--- src/rtl/stopwatch_pkg.sv ---
// Shared definitions for the stopwatch control front end:
// FSM state encodings and the board button index map.
package stopwatch_pkg;

    typedef enum logic [1:0] {
        ST_IDLE  = 2'b00,
        ST_RUN   = 2'b01,
        ST_PAUSE = 2'b10
    } state_t;

    localparam int BTN_CLR   = 0;
    localparam int BTN_START = 2;
    localparam int BTN_STOP  = 4;

endpackage

--- src/rtl/stopwatch_ctrl_debounce.sv ---
// One button channel: 2-flop synchroniser, stable-count debouncer and
// rising-edge detector producing a single-cycle press event.
module btn_debounce #(
    parameter int DEB_CYCLES = 16
) (
    input  logic clk,
    input  logic rst_n,
    input  logic raw,
    output logic level,
    output logic press
);

    localparam int CW = $clog2(DEB_CYCLES + 1);

    logic          r_s1;
    logic          r_s2;
    logic          r_deb;
    logic          r_deb_q;
    logic [CW-1:0] r_cnt;

    // The level only flips after DEB_CYCLES consecutive disagreeing samples.
    always_ff @(posedge clk or negedge rst_n) begin
        if (!rst_n) begin
            r_s1    <= 1'b0;
            r_s2    <= 1'b0;
            r_deb   <= 1'b0;
            r_deb_q <= 1'b0;
            r_cnt   <= '0;
        end else begin
            r_s1    <= raw;
            r_s2    <= r_s1;
            r_deb_q <= r_deb;
            if (r_s2 != r_deb) begin
                if (r_cnt == CW'(DEB_CYCLES - 1)) begin
                    r_deb <= r_s2;
                    r_cnt <= '0;
                end else begin
                    r_cnt <= r_cnt + CW'(1);
                end
            end else begin
                r_cnt <= '0;
            end
        end
    end

    assign level = r_deb;
    assign press = r_deb & ~r_deb_q;

endmodule

--- src/rtl/stopwatch_ctrl.sv ---
// Stopwatch control: debounced buttons drive the IDLE/RUN/PAUSE FSM, which
// gates the ms/second prescaler and issues clear commands to the datapath.
module stopwatch_ctrl
    import stopwatch_pkg::*;
#(
    parameter int MS_LIMIT   = 100000,
    parameter int SEC_LIMIT  = 1000,
    parameter int DEB_CYCLES = 16
) (
    input  logic       clk,
    input  logic       rst_n,
    input  logic [4:0] btn,
    output logic       run,
    output logic       sec_tick,
    output logic       ms_tick,
    output logic       cnt_clr,
    output logic [1:0] state
);

    localparam int MS_W  = $clog2(MS_LIMIT);
    localparam int SEC_W = (SEC_LIMIT > 1) ? $clog2(SEC_LIMIT) : 1;

    logic w_start;
    logic w_stop;
    logic w_clr;
    logic w_lvl_start;
    logic w_lvl_stop;
    logic w_lvl_clr;
    logic w_unused;

    btn_debounce #(.DEB_CYCLES(DEB_CYCLES)) u_deb_start (
        .clk(clk), .rst_n(rst_n), .raw(btn[BTN_START]), .level(w_lvl_start), .press(w_start)
    );
    btn_debounce #(.DEB_CYCLES(DEB_CYCLES)) u_deb_stop (
        .clk(clk), .rst_n(rst_n), .raw(btn[BTN_STOP]), .level(w_lvl_stop), .press(w_stop)
    );
    btn_debounce #(.DEB_CYCLES(DEB_CYCLES)) u_deb_clr (
        .clk(clk), .rst_n(rst_n), .raw(btn[BTN_CLR]), .level(w_lvl_clr), .press(w_clr)
    );

    assign w_unused = ^{btn[1], btn[3], w_lvl_start, w_lvl_stop, w_lvl_clr};

    state_t             r_state;
    state_t             w_next;
    logic               w_clr_fire;
    logic               r_run;
    logic               r_cnt_clr;
    logic               r_ms_tick;
    logic               r_sec_tick;
    logic [MS_W-1:0]    r_ms_cnt;
    logic [SEC_W-1:0]   r_sec_cnt;
    logic               w_ms_wrap;
    logic               w_sec_wrap;

    // Presses that are meaningless in the current state are dropped before
    // priority is applied, so e.g. start+stop in IDLE still starts.
    always_comb begin
        w_next     = r_state;
        w_clr_fire = 1'b0;
        case (r_state)
            ST_IDLE: begin
                if (w_clr) begin
                    w_clr_fire = 1'b1;
                end else if (w_start) begin
                    w_next = ST_RUN;
                end
            end
            ST_RUN: begin
                if (w_stop) begin
                    w_next = ST_PAUSE;
                end
            end
            ST_PAUSE: begin
                if (w_clr) begin
                    w_next     = ST_IDLE;
                    w_clr_fire = 1'b1;
                end else if (w_start) begin
                    w_next = ST_RUN;
                end
            end
            default: begin
                w_next = ST_IDLE;
            end
        endcase
    end

    always_ff @(posedge clk or negedge rst_n) begin
        if (!rst_n) begin
            r_state   <= ST_IDLE;
            r_run     <= 1'b0;
            r_cnt_clr <= 1'b0;
        end else begin
            r_state   <= w_next;
            r_run     <= (w_next == ST_RUN);
            r_cnt_clr <= w_clr_fire;
        end
    end

    assign w_ms_wrap  = (r_state == ST_RUN) && (r_ms_cnt == MS_W'(MS_LIMIT - 1));
    assign w_sec_wrap = w_ms_wrap && (r_sec_cnt == SEC_W'(SEC_LIMIT - 1));

    // Position survives PAUSE and is only discarded when heading back to IDLE.
    always_ff @(posedge clk or negedge rst_n) begin
        if (!rst_n) begin
            r_ms_cnt   <= '0;
            r_sec_cnt  <= '0;
            r_ms_tick  <= 1'b0;
            r_sec_tick <= 1'b0;
        end else begin
            r_ms_tick  <= w_ms_wrap;
            r_sec_tick <= w_sec_wrap;
            if (w_next == ST_IDLE) begin
                r_ms_cnt  <= '0;
                r_sec_cnt <= '0;
            end else if (r_state == ST_RUN) begin
                if (w_ms_wrap) begin
                    r_ms_cnt  <= '0;
                    r_sec_cnt <= w_sec_wrap ? '0 : r_sec_cnt + SEC_W'(1);
                end else begin
                    r_ms_cnt <= r_ms_cnt + MS_W'(1);
                end
            end
        end
    end

    assign run      = r_run;
    assign state    = r_state;
    assign cnt_clr  = r_cnt_clr;
    assign ms_tick  = r_ms_tick;
    assign sec_tick = r_sec_tick;

endmodule
--- config.mk ---
export PLATFORM = sky130hd
export DESIGN_NAME = stopwatch_ctrl
export DESIGN_NICKNAME = d
export VERILOG_FILES = /design/src/rtl/stopwatch_pkg.sv /design/src/rtl/stopwatch_ctrl_debounce.sv /design/src/rtl/stopwatch_ctrl.sv
export SDC_FILE = /design/constraint.sdc
export NUM_CORES = 1
export LEC_CHECK = 0
export CAP_MARGIN = 25
export CORE_ASPECT_RATIO = 1.4
export CORE_MARGIN = 2
export CORE_UTILIZATION = 62
export CTS_BUF_LIST = sky130_fd_sc_hd__clkbuf_4
export CTS_CLUSTER_DIAMETER = 100
export DETAILED_ROUTE_END_ITERATION = 7
export PLACE_DENSITY = 0.81
export SLEW_MARGIN = 20
export SYNTH_ARGS = -nofsm -noshare
export SYNTH_HDL_FRONTEND = slang
export SYNTH_SLANG_ARGS = --single-unit
--- constraint.sdc ---
create_clock -name clk -period 2.28 [get_ports clk]
set_input_delay 0.57 -clock clk [delete_from_list [all_inputs] [get_ports clk]]
set_output_delay 0.57 -clock clk [all_outputs]
set_load 0.02 [all_outputs]
==> results_dict.tcl <==
set metrics [dict create \
    crit_fanout 6 \
    antenna_found_initial 0 \
    port_buffers 10 \
    start_util 0.636 \
    cts_tree "done" \
    synth-edff-count 0 \
    drtIter0Drc 145 \
    seq_area_frac_synth 0.529 \
    grt_max_degree 43 \
    cts_resized 0 \
    synth-async-reset-ratio 1.00 \
    antenna_cells 0 \
    yosysWarnings 0 \
    worst_path_max_delay_cell "clkdlybuf4s50_1" \
    wl_per_cell_um 14.3 \
    grt_usage 0.238 \
    rows 29 \
    final_layout_size_suffix_gt1_frac 0.111 \
    fmax_mhz 481 \
    yosysTopAreaCell "dfrtp_1" \
    hold_violations 0 \
    endpoint_kind "output port" \
    holdBufCountCts 0 \
    core_um2 4460 \
    grt_pass1_vias 2076 \
    synth_top_cell_area_share 0.529 \
    worstPathArrival_ps 1510 \
    ys.flop_type "dfrtp_1" \
    relSlewSlack 0.605 \
    peakVddDrop_mv 0.443 \
    rsz0062_at_grt "false" \
    drc 0 \
    clk_latency_ps 410 \
    worstPathRequired_ps 1710 \
    avgSynthCellArea_um2 10.4 \
    vias 2111 \
    startpoint_type "flip-flop" \
    htree_levels 3 \
    cts_setup_buffers 0 \
    p_per_area_nw_per_um2 602 \
    totalWireLength_um 5140 \
    tns_ps 0 \
    drtPass1Iterations 4 \
    ys_ff_latch 60 \
    detail-route-antenna-nets 0 \
    setup_viol_count_final 0 \
    yosysUniqueCellTypes 52 \
    dp_hpwl_um 3580 \
    yosys-top-cells-area "dfrtp_1 53%, xor2_1 3.4%, o21ai_0 3.2%" \
    gp_congestion 0.862 \
    cts_buffer_depth 2 \
    via_per_inst 5.88 \
    tightest_slew_ps 588 \
    hold_path.class "input port to async pin" \
    maxSlewViolCount 0 \
    finalCritPeriodShare 0.912 \
    path_clk_slew_ps 100 \
    cts_root_buffer "clkbuf_4" \
    p_leak_nw 1.43 \
    mappedNetlistArea_um2 2840 \
    die_h_um 84.0 \
    numCtsBuffers 9 \
    grt-ovfl-total 0 \
    holdWs_ps 91.1 \
    outcome "completed" \
    path_buf_inv 1 \
    worst_path_dominant_cell_family "buffers and inverters" \
    fin_crit_ps 2080 \
    syn_nets 285 \
    filler_cell_count 354 \
    path_class "flip-flop to output port" \
    grt_pass1_wl_um 8970 \
    cap_viol_max_count 0 \
    cts.sinks 60 \
    area_growth_pct 11.2 \
    ios 13 \
    syn_inst 273 \
    die_x_um 61.2 \
    die_area_um2 5140 \
    slowest_delay_ps 650 \
    finalNetCount 304 \
    fin_skew_ps 14.0 \
    crit_chain "clkdlybuf4s50_1" \
]
[state kept, by name (all words and copies together) (netlist names), 2 cells and up]
| register | count |
|---|---|
| u_deb_start.r_cnt | 5 |
| u_deb_stop.r_cnt | 5 |
| r_sec_cnt | 10 |
| r_ms_cnt | 17 |
| u_deb_clr.r_cnt | 5 |
| state | 2 |
[cell usage in the layout (no fill, tap or decap), types with 4 or more instances in the layout]
cell	netlist	layout
inv_1	7	7
and2_1	7	7
ha_1	5	5
and4_1	5	5
xor2_1	11	11
dfrtp_1	60	60
clkbuf_4	0	11
a31oi_1	5	5
nand2b_1	6	6
nand2_1	21	21
o21ai_0	18	18
nor3_1	4	4
nand4_1	6	6
a21oi_1	12	12
and3_1	9	9
or3_1	5	5
nand3_1	16	16
buf_4	1	6
nor2_1	20	20
o211ai_1	4	4
clkdlybuf4s50_1	0	9
[per-stage QoR]
| step | total power [W] | instance area [um^2] | cells | worst slack, ps | utilization |
|---|---|---|---|---|---|
| 3_5_place_dp | 0.00119 | 3020 | 343 | 305 | 0.676 |
| 4_1_cts | 0.00192 | 3150 | 359 | 180 | 0.706 |
| 6_report | 0.00190 | 3150 | 359 | 200 | 0.706 |
| 2_1_floorplan | 0.00115 | 2840 | 273 | 542 | - |
| 3_3_place_gp | 0.00119 | 3020 | 343 | 365 | 0.676 |
| 5_1_grt | 0.00198 | 3150 | 359 | 146 | 0.706 |
[final timing paths]
path	cells after the start	to	startpoint	slack, ps
worst max-delay path	1	state[1]	state[1]	200
min in group clk	0	u_deb_start.r_s2	u_deb_start.r_s1	360
worst min register to register	0	u_deb_start.r_s2	u_deb_start.r_s1	360
worst min-delay path	1	r_sec_cnt[9]	rst_n	90
worst max register to register	7	r_ms_cnt[4]	r_ms_cnt[0]	290
max in group asynchronous	2	u_deb_start.r_s1	rst_n	1610
[cells in the mapped netlist, types with 6 or more instances]
cell type / number
nand4_1: 6
nand2b_1: 6
nor2_1: 20
nand3_1: 16
and3_1: 9
xor2_1: 11
and2_1: 7
dfrtp_1: 60
inv_1: 7
nand2_1: 21
o21ai_0: 18
a21oi_1: 12
[per-layer routing]
| metal | track usage | vias to the layer above | share of wire |
|---|---|---|---|
| met2 | 0.364 | 24 | 0.50 |
| met5 | 0 | - | 0 |
| met4 | 0.119 | 0 | 0.020 |
| met1 | 0.299 | 1031 | 0.45 |
| li1 | - | 1048 | - |
| met3 | 0.0682 | 8 | 0.031 |
[layout make-up]
type / instances / area [um^2] / share of cell area
Multi-Input combinational cell: 197 / 1250 / 0.397
Clock inverter: 5 / 52.6 / 0.0167
Timing Repair Buffer: 17 / 160 / 0.0508
Sequential cell: 60 / 1500 / 0.476
Tap cell: 62 / 77.6 / 0.0246
Inverter: 7 / 26.3 / 0.00833
Clock buffer: 11 / 82.6 / 0.0262
[power breakdown]
group	switching, W	leakage, nW	internal [W]	total [W]
clock network	0.000376	0.0682	0.000352	0.000727
logic	0.0000457	0.542	0.0000281	0.0000738
registers	0.0000128	0.817	0.00108	0.00110
[logic make-up after synthesis]
kind of cell | share of synthesized area
AND/OR/NAND/NOR | 0.249
XOR/XNOR | 0.0340
flip-flops | 0.529
adder cells (fa/ha/maj) | 0.0221
multiplexers | 0.0154
buffers and inverters | 0.0291
AO/OA/AOI/OAI | 0.121
No activity file was read; power rests on OpenSTA's default activity.
